===== config.mk =====
export PLATFORM = sky130hd
export DESIGN_NAME = uart_periph
export DESIGN_NICKNAME = d
export VERILOG_FILES = /design/src/rtl/uart_pkg.sv /design/src/rtl/sync_fifo.sv /design/src/rtl/uart_periph.sv
export SDC_FILE = /design/constraint.sdc
export NUM_CORES = 1
export LEC_CHECK = 0
export ABC_AREA = 1
export BUFFER_PORTS_ARGS = -buffer_cell sky130_fd_sc_hd__clkbuf_2
export CAP_MARGIN = 5
export CORE_MARGIN = 2
export CORE_UTILIZATION = 62
export DETAILED_ROUTE_END_ITERATION = 12
export GPL_TIMING_DRIVEN = 1
export PLACE_DENSITY = 0.86
export SLEW_MARGIN = 20
export SYNTH_ARGS = -nofsm -noshare
export SYNTH_HDL_FRONTEND = slang
export SYNTH_HIERARCHICAL = 1
export SYNTH_SLANG_ARGS = --single-unit
export TNS_END_PERCENT = 50

===== constraint.sdc =====
create_clock -name clk_i -period 3.58 [get_ports clk_i]
set_input_delay 0.179 -clock clk_i [delete_from_list [all_inputs] [get_ports clk_i]]
set_output_delay 0.179 -clock clk_i [all_outputs]
set_load 0.02 [all_outputs]

===== src/rtl/uart_pkg.sv =====
// Shared definitions for the memory-mapped 8N1 UART peripheral:
// register offsets, status bit positions, FSM encodings and baud helpers.
package uart_pkg;

    localparam logic [7:0] REG_TX_DATA = 8'h00;
    localparam logic [7:0] REG_TX_STAT = 8'h01;
    localparam logic [7:0] REG_RX_DATA = 8'h02;
    localparam logic [7:0] REG_RX_STAT = 8'h03;

    localparam int BIT_TX_BUSY   = 0;
    localparam int BIT_RX_NEMPTY = 0;
    localparam int BIT_RX_OVR    = 1;
    localparam int BIT_RX_FERR   = 2;

    typedef enum logic [1:0] {TX_IDLE, TX_START, TX_DATA, TX_STOP} tx_state_e;
    typedef enum logic [1:0] {RX_IDLE, RX_START, RX_DATA, RX_STOP} rx_state_e;

    // Clock cycles per bit, rounded to nearest.
    function automatic int calc_div(input int clk_hz, input int baud);
        return (clk_hz + baud / 2) / baud;
    endfunction

    function automatic int calc_cnt_w(input int clk_hz, input int baud);
        return $clog2(calc_div(clk_hz, baud));
    endfunction

endpackage


===== src/rtl/sync_fifo.sv =====
// Single-clock FIFO with wrap-bit pointers; caller must not push when full
// unless popping in the same cycle, and must not pop when empty.
module sync_fifo #(
    parameter int WIDTH = 8,
    parameter int DEPTH = 4
) (
    input  logic             clk_i,
    input  logic             rst_n_i,
    input  logic             push_i,
    input  logic             pop_i,
    input  logic [WIDTH-1:0] data_i,
    output logic [WIDTH-1:0] data_o,
    output logic             full_o,
    output logic             empty_o
);

    localparam int AW = $clog2(DEPTH);

    logic [AW:0]      wr_ptr;
    logic [AW:0]      rd_ptr;
    logic [WIDTH-1:0] mem [DEPTH];

    always_ff @(posedge clk_i or negedge rst_n_i) begin
        if (!rst_n_i) begin
            wr_ptr <= '0;
            rd_ptr <= '0;
        end else begin
            if (push_i) wr_ptr <= wr_ptr + 1'b1;
            if (pop_i)  rd_ptr <= rd_ptr + 1'b1;
        end
    end

    always_ff @(posedge clk_i) begin
        if (push_i) mem[wr_ptr[AW-1:0]] <= data_i;
    end

    assign data_o  = mem[rd_ptr[AW-1:0]];
    assign empty_o = (wr_ptr == rd_ptr);
    assign full_o  = (wr_ptr[AW] != rd_ptr[AW]) && (wr_ptr[AW-1:0] == rd_ptr[AW-1:0]);

endmodule


===== src/rtl/uart_periph.sv =====
// 6502-bus UART: TX_DATA/TX_STAT/RX_DATA/RX_STAT registers, 8N1 serialiser,
// oversampling-free mid-bit deserialiser and an RX FIFO.
module uart_periph
    import uart_pkg::*;
#(
    parameter int CLK_HZ   = 27000000,
    parameter int BAUD     = 115200,
    parameter int RX_DEPTH = 16
) (
    input  logic       clk_i,
    input  logic       rst_n_i,
    input  logic       uart_cs_i,
    input  logic       R_W_n,
    input  logic [7:0] addr_i,
    input  logic [7:0] data_i,
    output logic [7:0] data_o,
    input  logic       uart_rx_i,
    output logic       uart_tx_o
);

    localparam int DIV   = calc_div(CLK_HZ, BAUD);
    localparam int CNT_W = calc_cnt_w(CLK_HZ, BAUD);
    localparam logic [CNT_W-1:0] DIV_LAST  = CNT_W'(DIV - 1);
    localparam logic [CNT_W-1:0] HALF_LAST = CNT_W'(DIV / 2 - 1);

    logic rd_en, wr_en, tx_wr, st_clr, pop_req, push_ok, ovr_set;
    logic fifo_full, fifo_empty;
    logic [7:0] fifo_dout;

    assign rd_en   = uart_cs_i & R_W_n;
    assign wr_en   = uart_cs_i & ~R_W_n;
    assign tx_wr   = wr_en && (addr_i == REG_TX_DATA);
    assign st_clr  = wr_en && (addr_i == REG_RX_STAT);
    assign pop_req = rd_en && (addr_i == REG_RX_DATA) && !fifo_empty;

    // ---------------- TX ----------------
    tx_state_e        tx_state, tx_state_n;
    logic [CNT_W-1:0] tx_cnt, tx_cnt_n;
    logic [2:0]       tx_bit, tx_bit_n;
    logic [7:0]       tx_shift, tx_shift_n;
    logic             tx_line, tx_line_n;

    always_ff @(posedge clk_i or negedge rst_n_i) begin
        if (!rst_n_i) begin
            tx_state <= TX_IDLE;
            tx_cnt   <= '0;
            tx_bit   <= '0;
            tx_line  <= 1'b1;
        end else begin
            tx_state <= tx_state_n;
            tx_cnt   <= tx_cnt_n;
            tx_bit   <= tx_bit_n;
            tx_line  <= tx_line_n;
        end
    end

    always_ff @(posedge clk_i) tx_shift <= tx_shift_n;

    always_comb begin
        tx_state_n = tx_state;
        tx_cnt_n   = tx_cnt;
        tx_bit_n   = tx_bit;
        tx_shift_n = tx_shift;
        tx_line_n  = tx_line;
        case (tx_state)
            TX_IDLE: begin
                tx_line_n = 1'b1;
                if (tx_wr) begin
                    tx_state_n = TX_START;
                    tx_cnt_n   = '0;
                    tx_shift_n = data_i;
                    tx_line_n  = 1'b0;
                end
            end
            TX_START: begin
                if (tx_cnt == DIV_LAST) begin
                    tx_cnt_n   = '0;
                    tx_bit_n   = '0;
                    tx_state_n = TX_DATA;
                    tx_line_n  = tx_shift[0];
                end else begin
                    tx_cnt_n = tx_cnt + 1'b1;
                end
            end
            TX_DATA: begin
                if (tx_cnt == DIV_LAST) begin
                    tx_cnt_n = '0;
                    if (tx_bit == 3'd7) begin
                        tx_state_n = TX_STOP;
                        tx_line_n  = 1'b1;
                    end else begin
                        tx_bit_n   = tx_bit + 1'b1;
                        tx_shift_n = {1'b0, tx_shift[7:1]};
                        tx_line_n  = tx_shift[1];
                    end
                end else begin
                    tx_cnt_n = tx_cnt + 1'b1;
                end
            end
            TX_STOP: begin
                tx_line_n = 1'b1;
                if (tx_cnt == DIV_LAST) begin
                    tx_cnt_n   = '0;
                    tx_state_n = TX_IDLE;
                end else begin
                    tx_cnt_n = tx_cnt + 1'b1;
                end
            end
            default: tx_state_n = TX_IDLE;
        endcase
    end

    assign uart_tx_o = tx_line;

    // ---------------- RX ----------------
    logic             rx_s1, rx_s2, rx_s3;
    rx_state_e        rx_state, rx_state_n;
    logic [CNT_W-1:0] rx_cnt, rx_cnt_n;
    logic [2:0]       rx_bit, rx_bit_n;
    logic [7:0]       rx_shift, rx_shift_n;
    logic             rx_push, ferr_set;
    logic             ovr_flag, ferr_flag;

    always_ff @(posedge clk_i or negedge rst_n_i) begin
        if (!rst_n_i) begin
            rx_s1     <= 1'b1;
            rx_s2     <= 1'b1;
            rx_s3     <= 1'b1;
            rx_state  <= RX_IDLE;
            rx_cnt    <= '0;
            rx_bit    <= '0;
            ovr_flag  <= 1'b0;
            ferr_flag <= 1'b0;
        end else begin
            rx_s1     <= uart_rx_i;
            rx_s2     <= rx_s1;
            rx_s3     <= rx_s2;
            rx_state  <= rx_state_n;
            rx_cnt    <= rx_cnt_n;
            rx_bit    <= rx_bit_n;
            ovr_flag  <= (ovr_flag & ~st_clr) | ovr_set;
            ferr_flag <= (ferr_flag & ~st_clr) | ferr_set;
        end
    end

    always_ff @(posedge clk_i) rx_shift <= rx_shift_n;

    // rx_s2 is the synchronised line; rx_s3 delays it for edge detection.
    always_comb begin
        rx_state_n = rx_state;
        rx_cnt_n   = rx_cnt;
        rx_bit_n   = rx_bit;
        rx_shift_n = rx_shift;
        rx_push    = 1'b0;
        ferr_set   = 1'b0;
        case (rx_state)
            RX_IDLE: begin
                if (rx_s3 && !rx_s2) begin
                    rx_state_n = RX_START;
                    rx_cnt_n   = '0;
                end
            end
            RX_START: begin
                if (rx_cnt == HALF_LAST) begin
                    rx_cnt_n   = '0;
                    rx_bit_n   = '0;
                    rx_state_n = rx_s2 ? RX_IDLE : RX_DATA;
                end else begin
                    rx_cnt_n = rx_cnt + 1'b1;
                end
            end
            RX_DATA: begin
                if (rx_cnt == DIV_LAST) begin
                    rx_cnt_n   = '0;
                    rx_shift_n = {rx_s2, rx_shift[7:1]};
                    if (rx_bit == 3'd7) rx_state_n = RX_STOP;
                    else                rx_bit_n   = rx_bit + 1'b1;
                end else begin
                    rx_cnt_n = rx_cnt + 1'b1;
                end
            end
            RX_STOP: begin
                if (rx_cnt == DIV_LAST) begin
                    rx_cnt_n   = '0;
                    rx_state_n = RX_IDLE;
                    rx_push    = rx_s2;
                    ferr_set   = ~rx_s2;
                end else begin
                    rx_cnt_n = rx_cnt + 1'b1;
                end
            end
            default: rx_state_n = RX_IDLE;
        endcase
    end

    // A pop in the same cycle frees the slot, so a full FIFO still accepts.
    assign push_ok = rx_push && (!fifo_full || pop_req);
    assign ovr_set = rx_push && fifo_full && !pop_req;

    sync_fifo #(
        .WIDTH (8),
        .DEPTH (RX_DEPTH)
    ) u_rx_fifo (
        .clk_i   (clk_i),
        .rst_n_i (rst_n_i),
        .push_i  (push_ok),
        .pop_i   (pop_req),
        .data_i  (rx_shift),
        .data_o  (fifo_dout),
        .full_o  (fifo_full),
        .empty_o (fifo_empty)
    );

    always_comb begin
        data_o = 8'h00;
        if (uart_cs_i) begin
            case (addr_i)
                REG_TX_STAT: data_o[BIT_TX_BUSY] = (tx_state != TX_IDLE);
                REG_RX_DATA: if (!fifo_empty) data_o = fifo_dout;
                REG_RX_STAT: begin
                    data_o[BIT_RX_NEMPTY] = !fifo_empty;
                    data_o[BIT_RX_OVR]    = ovr_flag;
                    data_o[BIT_RX_FERR]   = ferr_flag;
                end
                default: data_o = 8'h00;
            endcase
        end
    end

endmodule


==> results.toml, run 1 <==
[critical_path]
cpPeakStageDelay_ns = 0.61
crit_top_cell = "nand2_1"
path_class = "reg2out"
cp-start-kind = "flop"
required_ns = 3.40
critPathMaxFanout = 68
crit_chain = "buf_4, inv_4, nand2_1, nand3_1, nand2_1, nand2_1, nand2_1, inv_1, nand2_1, nand2_1, a21oi_1, clkbuf_2"
crit_arrival_ns = 3.04
critPathSlowestCell = "buf_4"
r2r_cells = 9
crit_path_end_kind = "output port"

[yosys]
synth_top_cells_by_area = "edfxtp_1 (49%), nand2_1 (13%), dfrtp_1 (11%)"
syn_avg_cell_area_um2 = 9.44
synth.most_common_cell = "nand2_1"
synth-seq-cells = 186
synth_edf_count = 144
postSynth.asyncResetShare = 0.226
synth_top_area_cell = "edfxtp_1"
yosys_warnings = 6
yosysUniqueCellTypes = 37
synth_top_area_share = 0.488
synth_flop_cell = "edfxtp_1"
syn_area_um2 = 8860
synthCells = 938
synth_fp_nets = 978
yosysSeqAreaShare = 0.607
ys_top_cells_by_count = "nand2_1 (296), inv_1 (158), edfxtp_1 (144)"

[min_path]
whs_path_depth = 3
min_path_type = "in2reg"

[power]
p_per_area_nw_per_um2 = 532
power_leakage_nw = 4.48
peakVddDrop_v = 0.000356

[global_routing]
grt_pass1_vias = 6141
grtUsageTotal = 0.263
overflow = 0
grt_pass1_wl_mm = 30.0
grt_max_degree = 69
antenna_found_initial = 0

[clock_tree]
path_clk_slew_ns = 0.07
ctsResizeCount = 0
cts_root_buf = "clkbuf_16"
cts_max_level = 4
cts_num_sinks = 186
clk_latency_ns = 0.44
tritoncts = "yes"
numCtsBuffers = 17
clockBufferDepth = 2

[routing]
dr_wl_met2_mm = 9.39
vias = 6371
wl_met3_mm = 1.19
totalWireLength_mm = 18.7
dr.max_layer_used = "met4"
dr.pass1.iters = 5
first_iter_violations = 612
drc = 0
m1WireLength_mm = 7.74
postRouteAntennaNets = 0
post_drt_wl_per_cell_um = 16.0
routed_via_density = 5.45

[finish]
areaGrowthSynthToFinish_pct = 10.4
n_antenna_cell = 0
drive_above_1_share = 0.118
final_cells = 1168
nNetsFinal = 1015
nFillCells = 972

[floorplanning]
dieArea_um2 = 15300
ios = 30
start_util = 0.636
die_w_um = 124
core_region_area_um2 = 13900
rows = 43
die_y_um = 124

[sta]
rsz0062_at_grt = "false"
final-hold-violation-count = 0
post-route-period-util = 0.899
slew_violations = 0
relSlewSlack = 0.452
fin_setup_tns_ns = 0
period_minus_slack_ns = 3.22
setup_viol = 0
fmax_mhz = 311
worst_pin_slew_ns = 0.819
finClkSkew_ns = 0.00592

[placement]
dp_hpwl_mm = 11.7
io_buffers = 29
place.gp.congestion = 0.875
placed_cells = 1133

[run]
cap_viol_max_count = 0

[status]
status = "finished clean"
==> metrics by stage <==
step           area [um^2]   util  power, mW  hold slack (ns)  setup slack, ns
3_3_place_gp          9140  0.656       3.30            0.268            0.964
5_1_grt               9780  0.702       5.43           0.0153            0.143
2_1_floorplan         8860      -       3.16           -0.117            0.839
4_1_cts               9780  0.702       5.21          0.00656            0.404
3_5_place_dp          9140  0.656       3.33            0.268            0.842
6_report              9780  0.702       5.20           0.0105            0.362
==> cell usage in the layout (no fill, tap or decap), drive strengths merged <==
cell,synthesis,routed
clkinvlp,0,3
inv,169,176
xnor2,7,7
nand2,307,307
nand3b,2,2
edfxtp,144,144
dfrtp,38,38
o2111ai,2,2
or2,2,2
o31ai,1,1
nand4,7,7
xor2,10,10
nor3,4,4
a31oi,1,1
clkinv,0,4
nor2,58,58
dlygate4sd3,0,3
a21boi,1,1
nand3,98,98
ha,19,19
o22ai,4,4
o21ai,23,23
bufinv,0,1
a21oi,9,9
nor4,1,1
buf,24,12
clkbuf,2,46
o21a,1,1
dfstp,4,4
==> power breakdown <==
group	internal, mW	switching (mW)	total, mW
clock network	1.00	0.885	1.89
registers	2.45	0.0923	2.54
logic	0.252	0.520	0.772
total	3.70	1.50	5.20
==> path summary, 6_finish.rpt <==
check,slack (ns),start,end
hold reg to reg,0.36,rx_s1$_DFF_PN1_,rx_s2$_DFF_PN1_
setup / recovery,0.36,u_rx_fifo/rd_ptr[0]$_DFFE_PN0P_,data_o[2]
max in group asynchronous,2.80,rst_n_i,u_rx_fifo/rd_ptr[0]$_DFFE_PN0P_
min in group asynchronous,0.39,rst_n_i,tx_bit[0]$_DFFE_PN0P_
hold / removal,0.01,data_i[1],tx_shift[1]$_DFFE_PP_
setup reg to reg,0.66,u_rx_fifo/rd_ptr[2]$_DFFE_PN0P_,u_rx_fifo/mem[5][3]$_DFFE_PP_
==> critical path, delay by kind of cell, from the launching register on <==
| family | cells | cell delay [ns] |
|---|---|---|
| buffers and inverters | 4 | 1.32 |
| AND/OR/NAND/NOR | 7 | 0.62 |
| AO/OA/AOI/OAI | 1 | 0.21 |
| flip-flops | 1 | 0.39 |
==> cell type report <==
| class | count | area [um^2] | share of cell area |
|---|---|---|---|
| multi-input combinational | 557 | 2660 | 0.272 |
| clock inverter | 15 | 181 | 0.0185 |
| inverter | 169 | 639 | 0.0654 |
| timing repair buffer | 44 | 265 | 0.0271 |
| clock buffer | 17 | 425 | 0.0435 |
| tap | 180 | 225 | 0.0230 |
| sequential | 186 | 5380 | 0.550 |
==> repair_timing <==
action,CTS,global route
hold buffers,3,0
buffers inserted,0,0
hold endpoints to repair,40,0
==> kinds of logic (layout without fill, tap and decap cells) <==
logic type,Yosys count,in the layout,synth area share
and+or+nand+nor,479,479,0.228
AOI/OAI and AO/OA,42,42,0.0278
buffers and inverters,195,245,0.0924
xor gates and xnor gates,17,17,0.0177
DFF,186,186,0.607
adders and majority gates,19,19,0.0268
==> registers in the layout, indices dropped and copies added, names as in the netlist, named ones only <==
signal and count:
tx_state 2, rx_shift 8, uart_tx_o 1, tx_bit 3, rx_s2 1, rx_cnt 8
ferr_flag 1, tx_cnt 8, u_rx_fifo/wr_ptr 5, rx_s3 1, rx_state 1, u_rx_fifo/rd_ptr 5
tx_shift 8, rx_bit 3, rx_s1 1, ovr_flag 1, u_rx_fifo/mem 128
==> per-layer routing <==
layer / up-vias / track usage
met5: - / 0
met4: 0 / 0.119
met3: 39 / 0.0540
met2: 239 / 0.424
met1: 3042 / 0.345
li1: 3051 / -
Power figures use the tool's default switching activity.
==> run 2: changes to the inputs <==
- RECOVER_POWER: not set -> 50
==> run 2 against run 1 <==
- the run now ends with capacitance limit, slew limit left
- clock skew is 0.0011 ns lower
- setup slack better by 0.0091 ns
- non-clock buffer count unchanged
- sequential share of layout area increased by 0.11 points
- sequential power about the same
- combinational power down 2%
- critical path type unchanged
==> results.toml, run 2 (same netlist as run 1, synthesis figures left out) <==
[clock_tree]
numCtsBuffers = 17
clk_latency_ns = 0.44
cts_root_buf = "clkbuf_16"
cts_max_level = 4
post-cts-setup-buffer-count = 0
hold_buffers = 3
ctsResizeCount = 0
tritoncts = "yes"
cts_num_sinks = 186
clockBufferDepth = 2
path_clk_slew_ns = 0.07

[run]
cap_viol_max_count = 1

[critical_path]
ff2ff_setup_slack_ns = 0.65
required_ns = 3.40
critPathMaxFanout = 68
crit_arrival_ns = 3.03
cp-start-kind = "flop"
crit_path_end_kind = "output port"
path_class = "reg2out"

[routing]
first_iter_violations = 581
totalWireLength_mm = 18.8
wl_met3_mm = 1.28
routed_via_density = 5.47
dr.max_layer_used = "met4"
postRouteAntennaNets = 0
drc = 0
vias = 6384
m1WireLength_mm = 7.72
dr_wl_met2_mm = 9.32
dr.pass1.iters = 6
post_drt_wl_per_cell_um = 16.1

[finish]
areaGrowthSynthToFinish_pct = 10.2
finalInstanceArea_um2 = 9760
nNetsFinal = 1015
layout_common_cells = "nand2_1 (299), inv_1 (159), edfxtp_1 (144)"
largest_reg_flops = 128
drive_above_1_share = 0.110
n_antenna_cell = 0
final_common_cell = "nand2_1"

[min_path]
min_path_type = "in2reg"

[sta]
period_minus_slack_ns = 3.21
worst_pin_slew_ns = 2.28
fmax_mhz = 312
fin_setup_tns_ns = 0
finClkSkew_ns = 0.00478
setup_viol = 0
rsz0062_at_grt = "false"
post-route-period-util = 0.896
final-hold-violation-count = 0
slew_violations = 43
relSlewSlack = -0.517

[status]
violations = "capacitance limit, slew limit"
status = "finished with violations"

[placement]
dp_hpwl_mm = 11.7
place_area_um2 = 9140
place.gp.congestion = 0.875
io_buffers = 29

[floorplanning]
dieArea_um2 = 15300
die_y_um = 124
ios = 30
start_util = 0.636
die_w_um = 124
rows = 43
core_region_area_um2 = 13900

[global_routing]
grt_pass1_wl_mm = 30.0
antenna_found_initial = 0
grt_max_degree = 69
grt_pass1_vias = 6141
grtUsageTotal = 0.263
overflow = 0

[power]
power_leakage_nw = 4.47
peakVddDrop_v = 0.000356
p_per_area_nw_per_um2 = 531
run 2: changes by cell type in the layout (fill, tap and decap cells not counted), sizes merged:
cell / before / now
buf: 12 / 11
clkbuf: 46 / 47
run 2: metal layers:
metal / up-vias / track usage
li1: 3053 / -
met1: 3035 / 0.345
met2: 251 / 0.424
met3: 45 / 0.0540
met4: 0 / 0.119
met5: - / 0
run 2: final cells by class:
| type | instances | area (um^2) |
|---|---|---|
| Multi-Input combinational cell | 557 | 2650 |
| Sequential cell | 186 | 5380 |
| Inverter | 169 | 639 |
| Tap cell | 180 | 225 |
| Timing Repair Buffer | 44 | 260 |
| Fill cell | 979 | 4170 |
| Clock inverter | 15 | 181 |
| Clock buffer | 17 | 425 |
run 2: final timing paths:
| path | start | end | cells after the start |
|---|---|---|---|
| max | u_rx_fifo/rd_ptr[0]$_DFFE_PN0P_ | data_o[1] | 12 |
| min | data_i[1] | tx_shift[1]$_DFFE_PP_ | 3 |
| max reg2reg | u_rx_fifo/rd_ptr[2]$_DFFE_PN0P_ | u_rx_fifo/mem[5][3]$_DFFE_PP_ | 9 |
| min reg2reg | rx_s1$_DFF_PN1_ | rx_s2$_DFF_PN1_ | 0 |
| max in group asynchronous | rst_n_i | u_rx_fifo/rd_ptr[0]$_DFFE_PN0P_ | 3 |
| min in group asynchronous | rst_n_i | tx_bit[0]$_DFFE_PN0P_ | 3 |
run 2: stage by stage:
step	total power [mW]	hold slack, ns	setup slack [ns]	utilization	instances
detailed placement	3.33	0.268	0.842	0.656	1133
finish	5.19	0.00973	0.371	0.701	1168
global placement	3.30	0.268	0.964	0.656	1133
CTS	5.21	0.00656	0.404	0.702	1168
floorplan	3.16	-0.117	0.839	-	938
global route	5.41	0.0153	0.143	0.701	1168
run 2: power breakdown:
part / internal [mW] / leakage [nW] / switching, mW
Combinational: 0.243 / 2.36 / 0.514
Clock: 1.00 / 0.287 / 0.885
Sequential: 2.45 / 1.82 / 0.0924
Total: 3.70 / 4.47 / 1.49
run 2: critical path, cell delays in order (launching register included):
cell      delay (ns)
dfrtp_2         0.39
buf_4           0.61
inv_4           0.44
nand2_1         0.18
nand3_1         0.12
nand2_1         0.14
nand2_1         0.06
nand2_1         0.08
inv_1           0.05
nand2_1         0.07
nand2_1         0.06
a21oi_1         0.16
clkbuf_2        0.19
==> run 3: changes to the inputs <==
- ABC_AREA: 1 -> not set
- CORE_UTILIZATION: 62 -> 40
- PLACE_DENSITY: 0.86 -> 0.62
==> run 3 against run 2 <==
- the flow now finishes without violations
- final area shrank 5.5%
- sequential power is essentially flat
- cell count shrank 28%
- global-route usage shrank 9.8 points
- die area grew 42%
- largest power group unchanged
==> results.toml, run 3 <==
[power]
finalPower_mw = 4.95
comb_power_share = 0.125
power_leakage_nw = 3.20
p_per_area_nw_per_um2 = 537
switchingPower_mw = 1.32
p_int_mw = 3.63
swShare = 0.267
peakVddDrop_v = 0.000294
seqPwrFrac = 0.509
clockPowerShare = 0.366

[yosys]
synth-seq-cells = 186
synth_flop_cell = "edfxtp_1"
synth.most_common_cell = "edfxtp_1"
syn_area_um2 = 8190
synth_top_cells_by_area = "edfxtp_1 (53%), dfrtp_1 (12%), mux4_1 (4.5%)"
syn_avg_cell_area_um2 = 15.6
synthCells = 524
synth_top_area_share = 0.528
yosysSeqAreaShare = 0.657
synth_fp_nets = 564
ys_top_cells_by_count = "edfxtp_1 (144), dfrtp_1 (38), nor2_1 (32)"
postSynth.asyncResetShare = 0.226
synth_edf_count = 144
yosys_warnings = 6
synth_top_area_cell = "edfxtp_1"
yosysUniqueCellTypes = 62

[clock_tree]
clk_latency_ns = 0.43
path_clk_slew_ns = 0.07
cts_num_sinks = 186
cts_root_buf = "clkbuf_16"
post-cts-setup-buffer-count = 0
hold_buffers = 2
clockBufferDepth = 2
numCtsBuffers = 17
tritoncts = "yes"
ctsResizeCount = 0
cts_max_level = 4

[finish]
layout_common_cells = "edfxtp_1 (144), dfrtp_1 (37), nor2_1 (32)"
nNetsFinal = 603
final_common_cell = "edfxtp_1"
largest_reg_flops = 128
drive_above_1_share = 0.179
nFillCells = 1773
n_antenna_cell = 0
areaGrowthSynthToFinish_pct = 12.6

[status]
status = "finished clean"

[critical_path]
crit_arrival_ns = 2.91
timing.rr.end = "u_rx_fifo/mem[15][6]$_DFFE_PP_"
critPathMaxFanout = 43
r2r_cells = 10
r2r_start = "u_rx_fifo/wr_ptr[2]$_DFFE_PN0P_"
crit_path_end = "data_o[0]"
startpoint = "u_rx_fifo/rd_ptr[1]$_DFFE_PN0P_"
crit_path_end_kind = "output port"
ff2ff_setup_slack_ns = 0.56
required_ns = 3.40
path_class = "reg2out"
cp-start-kind = "flop"

[floorplanning]
start_util = 0.406
core_region_area_um2 = 20200
dieArea_um2 = 21600
ios = 30
die_w_um = 147
die_y_um = 147
rows = 52

[routing]
dr.pass1.iters = 5
routed_via_density = 5.52
postRouteAntennaNets = 0
vias = 4670
post_drt_wl_per_cell_um = 20.3
totalWireLength_mm = 17.2
drc = 0
first_iter_violations = 368

[global_routing]
grt_pass1_vias = 4866
grtUsageTotal = 0.164
antenna_found_initial = 0
overflow = 0
grt_pass1_wl_mm = 26.6
grt_max_degree = 44

[sta]
finClkSkew_ns = 0.0111
fin_setup_tns_ns = 0
fmax_mhz = 323
setup_viol = 0
slew_violations = 0
final-hold-violation-count = 0
relSlewSlack = 0.0507
rsz0062_at_grt = "false"
post-route-period-util = 0.864
period_minus_slack_ns = 3.09
worst_pin_slew_ns = 1.42

[placement]
dp_hpwl_mm = 11.6
io_buffers = 29
place.gp.congestion = 0.878

[min_path]
min_path_type = "in2reg"

[run]
cap_viol_max_count = 0
==> run 3: cell count changes in the layout (fill, tap and decap cells not counted), moves of 12 or more <==
cell,delta
a22o_1,+13
inv_1,-144
mux2_2,+12
mux2i_1,+27
mux4_1,+14
nand2_1,-273
nand3_1,-88
nor2_1,-18
==> run 3: area by class of cell <==
cell class,instances,area [um^2],area share
flip-flops and latches,186,5380,0.584
well taps,270,338,0.0366
inverters,15,56.3,0.00611
clock buffers,18,429,0.0465
clock inverters,14,156,0.0170
repair buffers,42,238,0.0258
multi-input cells,301,2620,0.284
==> run 3: kinds of logic after synthesis <==
family,Yosys count,synth area share
AOI/OAI and AO/OA,81,0.0726
xor gates and xnor gates,16,0.0171
muxes,63,0.122
adders and majority gates,19,0.0290
and+or+nand+nor,122,0.0790
DFF,186,0.657
buffers and inverters,37,0.0234
==> run 3: stage by stage <==
step	worst slack (ns)	instances	utilization	hold WS [ns]	area [um^2]
finish	0.488	846	0.457	0.0553	9220
CTS	0.551	846	0.458	0.0413	9230
floorplan	0.564	524	-	-0.117	8190
global placement	0.681	812	0.428	0.247	8630
detailed placement	0.570	812	0.428	0.247	8630
global route	0.326	846	0.457	0.0450	9220
==> run 3: power groups by stage <==
stage	Clock [mW]	Combinational, mW	Sequential, mW
floorplan	0	0.482	2.54
global placement	0	0.586	2.56
detailed placement	0	0.619	2.57
CTS	1.85	0.625	2.52
global route	1.94	0.695	2.54
finish	1.81	0.618	2.52
==> run 3: how the worst min path moves through the flow <==
stage                     depth (start not counted)      start                    end  slack [ns]
final                                             2  data_i[4]  tx_shift[4]$_DFFE_PP_        0.06
after global routing                              2  data_i[1]  tx_shift[1]$_DFFE_PP_        0.04
after CTS                                         2  data_i[4]  tx_shift[4]$_DFFE_PP_        0.04
after detailed placement                          1    rst_n_i  tx_cnt[4]$_DFFE_PN0P_        0.25
after global placement                            1    rst_n_i  rx_cnt[5]$_DFFE_PN0P_        0.25
after floorplan                                   0    rst_n_i              async pin       -0.12
==> run 3: critical path, cell delays in order, from the launching register on <==
cell	delay (ns)
dfrtp_2	0.37
buf_4	0.50
mux2i_1	0.17
a22oi_1	0.41
mux2i_1	0.14
o21ai_1	0.22
nor2_1	0.07
nor3_1	0.18
a31oi_1	0.06
nor2_1	0.14
clkbuf_2	0.21
==> run 3: routing by layer <==
layer / vias to the layer above / routed length (um) / GRT usage
li1: 2124 / - / -
met1: 2349 / 7410 / 0.206
met2: 155 / 8360 / 0.271
met3: 42 / 885 / 0.0404
met4: 0 / 555 / 0.0740
met5: - / 0 / 0
